### src/rtl/config_seq_pkg.sv
// Shared constants and types for the start-up configuration sequencer.
package config_seq_pkg;
  localparam logic [31:0] bus_base = 32'h43C0_0000;

  typedef enum logic [2:0] {IDLE, SETTLE, WRITE, DONE, ERROR} seq_state_t;

  localparam int default_n_writes = 2;
  typedef logic [31:0] offset_tbl_t [default_n_writes-1:0];
  typedef logic [31:0] value_tbl_t [default_n_writes-1:0];

  // Entry 0 is the rightmost element: (offset 0, value 5), then (offset 4, value 32).
  localparam offset_tbl_t default_offsets = '{32'd4, 32'd0};
  localparam value_tbl_t default_values = '{32'd32, 32'd5};
endpackage

### src/rtl/config_sequencer_timeout_counter.sv
// Loadable down-counter; terminal flags the last cycle before the count hits zero.
module timeout_counter #(
  parameter int WIDTH = 8
) (
  input  logic             clock,
  input  logic             reset,
  input  logic             clear,
  input  logic             load,
  input  logic             enable,
  input  logic [WIDTH-1:0] value,
  output logic             terminal
);
  logic [WIDTH-1:0] count;

  always_ff @(posedge clock) begin
    if (reset)                        count <= '0;
    else if (clear)                   count <= '0;
    else if (load)                    count <= value;
    else if (enable && count != '0)   count <= count - WIDTH'(1);
  end

  assign terminal = (count == WIDTH'(1));
endmodule

### src/rtl/config_sequencer.sv
// Walks a parameter table and issues one bus write per entry after reset or start.
module config_sequencer
  import config_seq_pkg::*;
#(
  parameter int                    N_WRITES       = 2,
  parameter int                    ADDR_WIDTH     = 32,
  parameter int                    DATA_WIDTH     = 32,
  parameter logic [ADDR_WIDTH-1:0] BUS_BASE       = ADDR_WIDTH'(bus_base),
  parameter logic [ADDR_WIDTH-1:0] ADDR_OFFSETS [N_WRITES-1:0] = default_offsets,
  parameter logic [DATA_WIDTH-1:0] INIT_VALUES  [N_WRITES-1:0] = default_values,
  parameter int                    SETTLE_CYCLES  = 4,
  parameter int                    TIMEOUT_CYCLES = 256,
  parameter bit                    AUTO_START     = 1'b1
) (
  input  logic                            clock,
  input  logic                            reset,
  input  logic                            start,
  output logic                            busy,
  output logic                            done,
  output logic                            error,
  output logic [$clog2(N_WRITES+1)-1:0]   error_index,
  output logic [ADDR_WIDTH-1:0]           wr_addr,
  output logic [DATA_WIDTH-1:0]           wr_data,
  output logic                            wr_valid,
  input  logic                            wr_ready
);
  localparam int IDX_W   = $clog2(N_WRITES + 1);
  localparam int CNT_MAX = (SETTLE_CYCLES > TIMEOUT_CYCLES) ? SETTLE_CYCLES : TIMEOUT_CYCLES;
  localparam int CNT_W   = $clog2(CNT_MAX + 1);

  seq_state_t state, state_n;
  logic [IDX_W-1:0] idx, idx_n, idx_inc, err_n;
  logic boot;
  logic wr_valid_n;
  logic [ADDR_WIDTH-1:0] addr_n, tbl_addr, first_addr;
  logic [DATA_WIDTH-1:0] data_n, tbl_data, first_data;
  logic settle_load, settle_en, settle_tc;
  logic to_load, to_en, to_tc, cnt_clear;
  logic launch, enter_write, last;

  assign idx_inc    = idx + IDX_W'(1);
  assign last       = (idx == IDX_W'(N_WRITES - 1));
  assign first_addr = BUS_BASE + ADDR_OFFSETS[0];
  assign first_data = INIT_VALUES[0];

  // Lookup of the entry that follows the current one; address wraps modulo 2^ADDR_WIDTH.
  always_comb begin
    tbl_addr = '0;
    tbl_data = '0;
    for (int k = 0; k < N_WRITES; k++) begin
      if (idx_inc == IDX_W'(k)) begin
        tbl_addr = BUS_BASE + ADDR_OFFSETS[k];
        tbl_data = INIT_VALUES[k];
      end
    end
  end

  always_ff @(posedge clock) begin
    if (reset) begin
      state       <= IDLE;
      idx         <= '0;
      boot        <= 1'b1;
      wr_valid    <= 1'b0;
      wr_addr     <= '0;
      wr_data     <= '0;
      error_index <= '0;
    end else begin
      state       <= state_n;
      idx         <= idx_n;
      boot        <= 1'b0;
      wr_valid    <= wr_valid_n;
      wr_addr     <= addr_n;
      wr_data     <= data_n;
      error_index <= err_n;
    end
  end

  always_comb begin
    state_n     = state;
    idx_n       = idx;
    err_n       = error_index;
    wr_valid_n  = wr_valid;
    addr_n      = wr_addr;
    data_n      = wr_data;
    settle_load = 1'b0;
    settle_en   = 1'b0;
    to_load     = 1'b0;
    to_en       = 1'b0;
    launch      = 1'b0;
    enter_write = 1'b0;

    case (state)
      IDLE:        launch = start || (AUTO_START && boot);
      DONE, ERROR: launch = start;
      SETTLE: begin
        settle_en = 1'b1;
        if (settle_tc) enter_write = 1'b1;
      end
      WRITE: begin
        if (wr_valid && wr_ready) begin
          if (last) begin
            state_n    = DONE;
            wr_valid_n = 1'b0;
          end else begin
            idx_n   = idx_inc;
            addr_n  = tbl_addr;
            data_n  = tbl_data;
            to_load = 1'b1;
          end
        end else begin
          to_en = 1'b1;
          if (to_tc) begin
            state_n    = ERROR;
            wr_valid_n = 1'b0;
            err_n      = idx;
          end
        end
      end
      default: state_n = IDLE;
    endcase

    if (launch) begin
      idx_n = '0;
      err_n = '0;
      if (SETTLE_CYCLES == 0) begin
        enter_write = 1'b1;
      end else begin
        state_n     = SETTLE;
        settle_load = 1'b1;
      end
    end

    // Entering WRITE always presents entry 0, since idx is zero on every launch.
    if (enter_write) begin
      state_n    = WRITE;
      wr_valid_n = 1'b1;
      addr_n     = first_addr;
      data_n     = first_data;
      to_load    = 1'b1;
    end

    cnt_clear = !(state_n == SETTLE || state_n == WRITE);
  end

  timeout_counter #(.WIDTH(CNT_W)) u_settle (
    .clock   (clock),
    .reset   (reset),
    .clear   (cnt_clear),
    .load    (settle_load),
    .enable  (settle_en),
    .value   (CNT_W'(SETTLE_CYCLES)),
    .terminal(settle_tc)
  );

  timeout_counter #(.WIDTH(CNT_W)) u_timeout (
    .clock   (clock),
    .reset   (reset),
    .clear   (cnt_clear),
    .load    (to_load),
    .enable  (to_en),
    .value   (CNT_W'(TIMEOUT_CYCLES)),
    .terminal(to_tc)
  );

  assign busy  = (state == SETTLE) || (state == WRITE);
  assign done  = (state == DONE);
  assign error = (state == ERROR);
endmodule

### config.mk
export PLATFORM = sky130hd
export DESIGN_NAME = config_sequencer
export DESIGN_NICKNAME = d
export VERILOG_FILES = /design/src/rtl/config_seq_pkg.sv /design/src/rtl/config_sequencer_timeout_counter.sv /design/src/rtl/config_sequencer.sv
export SDC_FILE = /design/constraint.sdc
export NUM_CORES = 1
export LEC_CHECK = 0
export BUFFER_PORTS_ARGS = -buffer_cell sky130_fd_sc_hd__buf_2
export CAP_MARGIN = 10
export CORE_AREA = 4 4 78 80
export DETAILED_ROUTE_END_ITERATION = 12
export DIE_AREA = 0 0 82 84
export PLACE_DENSITY = 0.75
export SLEW_MARGIN = 20
export SYNTH_ARGS = -nofsm -noshare
export SYNTH_HDL_FRONTEND = slang
export SYNTH_SLANG_ARGS = --single-unit
### constraint.sdc
create_clock -name clock -period 3.8 [get_ports clock]
set_input_delay 0.57 -clock clock [delete_from_list [all_inputs] [get_ports clock]]
set_output_delay 0.57 -clock clock [all_outputs]
set_load 0.005 [all_outputs]
==> results.toml <==
[critical_path]
end_kind = "output port"
r2r_start = "state[0]"
path_delay_family = "flip-flops"
rr_endpoint = "u_timeout.count[6]"
startpoint_type = "register"
cp.arrival_ns = 1.56
cp_slowest_cell = "dfxtp_1"
cp.required_ns = 3.23
critPathBufInv = 1
reg2reg_slack_ns = 1.82
critical_path_class = "reg2out"
path_cells = "nor3b_4, o21bai_1, buf_2"
ff2ff_path_depth = 5
cp_max_fo = 16
slowest_delay_ns = 0.64

[synthesis]
ys.flop_type = "dfxtp_1"
async_flop_share = 0
syn_inst = 242
syn_area_sq_um = 2120
ys_types = 51
synth.largest_area_cell = "dfxtp_1"
seq_area_frac_synth = 0.283
yosysTopAreaCellShare = 0.283
syn_area_per_cell_sq_um = 8.76
yosys-top-cells-count = "61 x buf_4, 30 x dfxtp_1, 28 x nor2_1"
ys_warn_count = 0
ys_seq_elements = 30
synth-edff-count = 0
synth_most_common_cell = "buf_4"
netlist_top_cells_area = "dfxtp_1 28%, buf_4 22%, nor2_1 5.0%"

[sta]
fmax_ghz = 0.470
final-setup-viol-count = 0
hold_violations = 0
period_minus_slack_ns = 2.13
setup_ws_ns = 1.67
worst_pin_slew_ns = 0.517
rsz0062_at_grt = "no"
finalSetupTns_ns = 0
slew_violations = 0
clock_skew_ns = 0.00886
slew_headroom = 0.655
period_share = 0.560

[routing]
vias = 1481
initialDrtViolationCount = 79
viasPerCell = 4.50
routed_wl_um = 3880
antenna_left = 0
drc = 0
wl_per_cell_um = 11.8
dr.pass1.iters = 4

[clocking]
clock_sinks = 30
postCtsSetupRepairBufs = 0
cts_tree = "built"
hold_buffers = 0
clk_latency_ns = 0.28
cts_resized = 0
cts_buffers = 5
clkTransAtPathRegs_ns = 0.06
cts_root_buffer = "clkbuf_8"
htreeDepth = 2
cts_buffer_depth = 2

[die]
start_util = 0.392
rows = 27
fp.dieH_um = 84
io_pins = 74
die_area_sq_um = 6890
die_w_um = 82
core_area_sq_um = 5410

[worst_hold_path]
min_delay_path_depth = 2
min_path_type = "reg2reg"
min_to = "u_settle.count[1]"
holdCritStartpoint = "u_settle.count[1]"

[global_routing]
antenna_found_initial = 0
grt-ovfl-total = 0
grt_pass1_vias = 1336
grtUsageTotal = 0.113
grt_max_degree = 17
grt_pass1_wl_um = 6080

[placed_design]
placed_area_sq_um = 2010
hpwl_um = 3070
dpl_worst_slack_ns = 1.83
gp_congestion = 0.846
io_buffers = 18

[layout]
nNetsFinal = 268
area_growth_pct = -1.12
nFillCells = 573
n_antenna_cell = 0
stdcell_area_sq_um = 2100
fin_util = 0.388
drive_above_1_share = 0.175

[pwr]
powerDensity_nw_per_um2 = 308
power_leakage_nw = 0.864
ir_drop_mv = 0.239

[status]
status = "finished, final reports clean"

[run]
drv_cap = 0
## report_power, final
part | total (mW) | switching (mW) | internal, mW | leakage (nW)
combinational | 0.0586 | 0.0412 | 0.0174 | 0.574
clock | 0.263 | 0.117 | 0.146 | 0.0482
sequential | 0.325 | 0.00778 | 0.318 | 0.243
total | 0.647 | 0.166 | 0.481 | 0.864
## layer usage
metal	share of wire	vias up	track usage
li1	-	739	-
met1	0.43	689	0.135
met2	0.50	46	0.188
met3	0.057	7	0.0292
met4	0.016	0	0.0423
met5	0	-	0
## layout by cell type, fill, tap and decap left out, drive strengths merged, types with 2 or more instances in the layout
cell type / n
xnor2: 9
mux2i: 6
conb: 55
o21ai: 5
nand3: 6
nor2: 28
a21oi: 10
inv: 7
o21a: 3
nor3b: 3
a31oi: 2
nor3: 15
or3: 2
dfxtp: 30
xor2: 3
and2: 3
buf: 18
and4: 2
o31ai: 3
clkbuf: 7
nor4: 5
nand2: 9
ha: 8
## kinds of logic after synthesis
group,after synthesis,synth area share
AND/OR/NAND/NOR,81,0.225
buffers and inverters,72,0.247
AO/OA/AOI/OAI,31,0.112
flip-flops,30,0.283
XOR/XNOR,12,0.0496
adder cells (fa/ha/maj),8,0.0472
multiplexers,7,0.0336
other,1,0.00177
## flip-flops by register name (all words and copies together) (netlist names)
signal / count
wr_valid: 1
boot: 1
idx: 2
wr_addr: 2
u_settle.count: 9
error_index: 2
state: 3
u_timeout.count: 9
wr_data: 1
## tightest hold or removal path, delay by kind of cell (launching register included)
kind	cells	cell delay (ns)
AND/OR/NAND/NOR	1	0.05
AO/OA/AOI/OAI	1	0.06
flip-flops	1	0.31
## worst max path at each step
stage          cells after the start  slack (ns)  startpoint            endpoint
3_3_place_gp                       6        1.94    wr_ready  u_timeout.count[4]
4_1_cts                            3        1.66    state[0]                busy
3_5_place_dp                       5        1.83    state[0]  u_timeout.count[6]
2_1_floorplan                      5        2.22    wr_ready  u_timeout.count[3]
6_report                           3        1.67    state[0]                busy
5_1_grt                            3        1.53    state[0]                busy
## final cells by class
cell class / count / area, sq um / area share
clock inverters: 1 / 5.00 / 0.00239
clock buffers: 7 / 86.3 / 0.0412
multi-input cells: 194 / 1200 / 0.572
well taps: 72 / 90.1 / 0.0430
repair buffers: 18 / 90.1 / 0.0430
inverters: 7 / 26.3 / 0.0125
flip-flops and latches: 30 / 601 / 0.286
## per-stage QoR
step                hold slack (ns)  instances  power (mW)
floorplan                     0.436        296       0.420
global placement              0.447        321       0.388
detailed placement            0.455        321       0.389
CTS                           0.464        329       0.648
global route                  0.488        329       0.673
finish                        0.462        329       0.647
(Power assumes the default switching activity.)
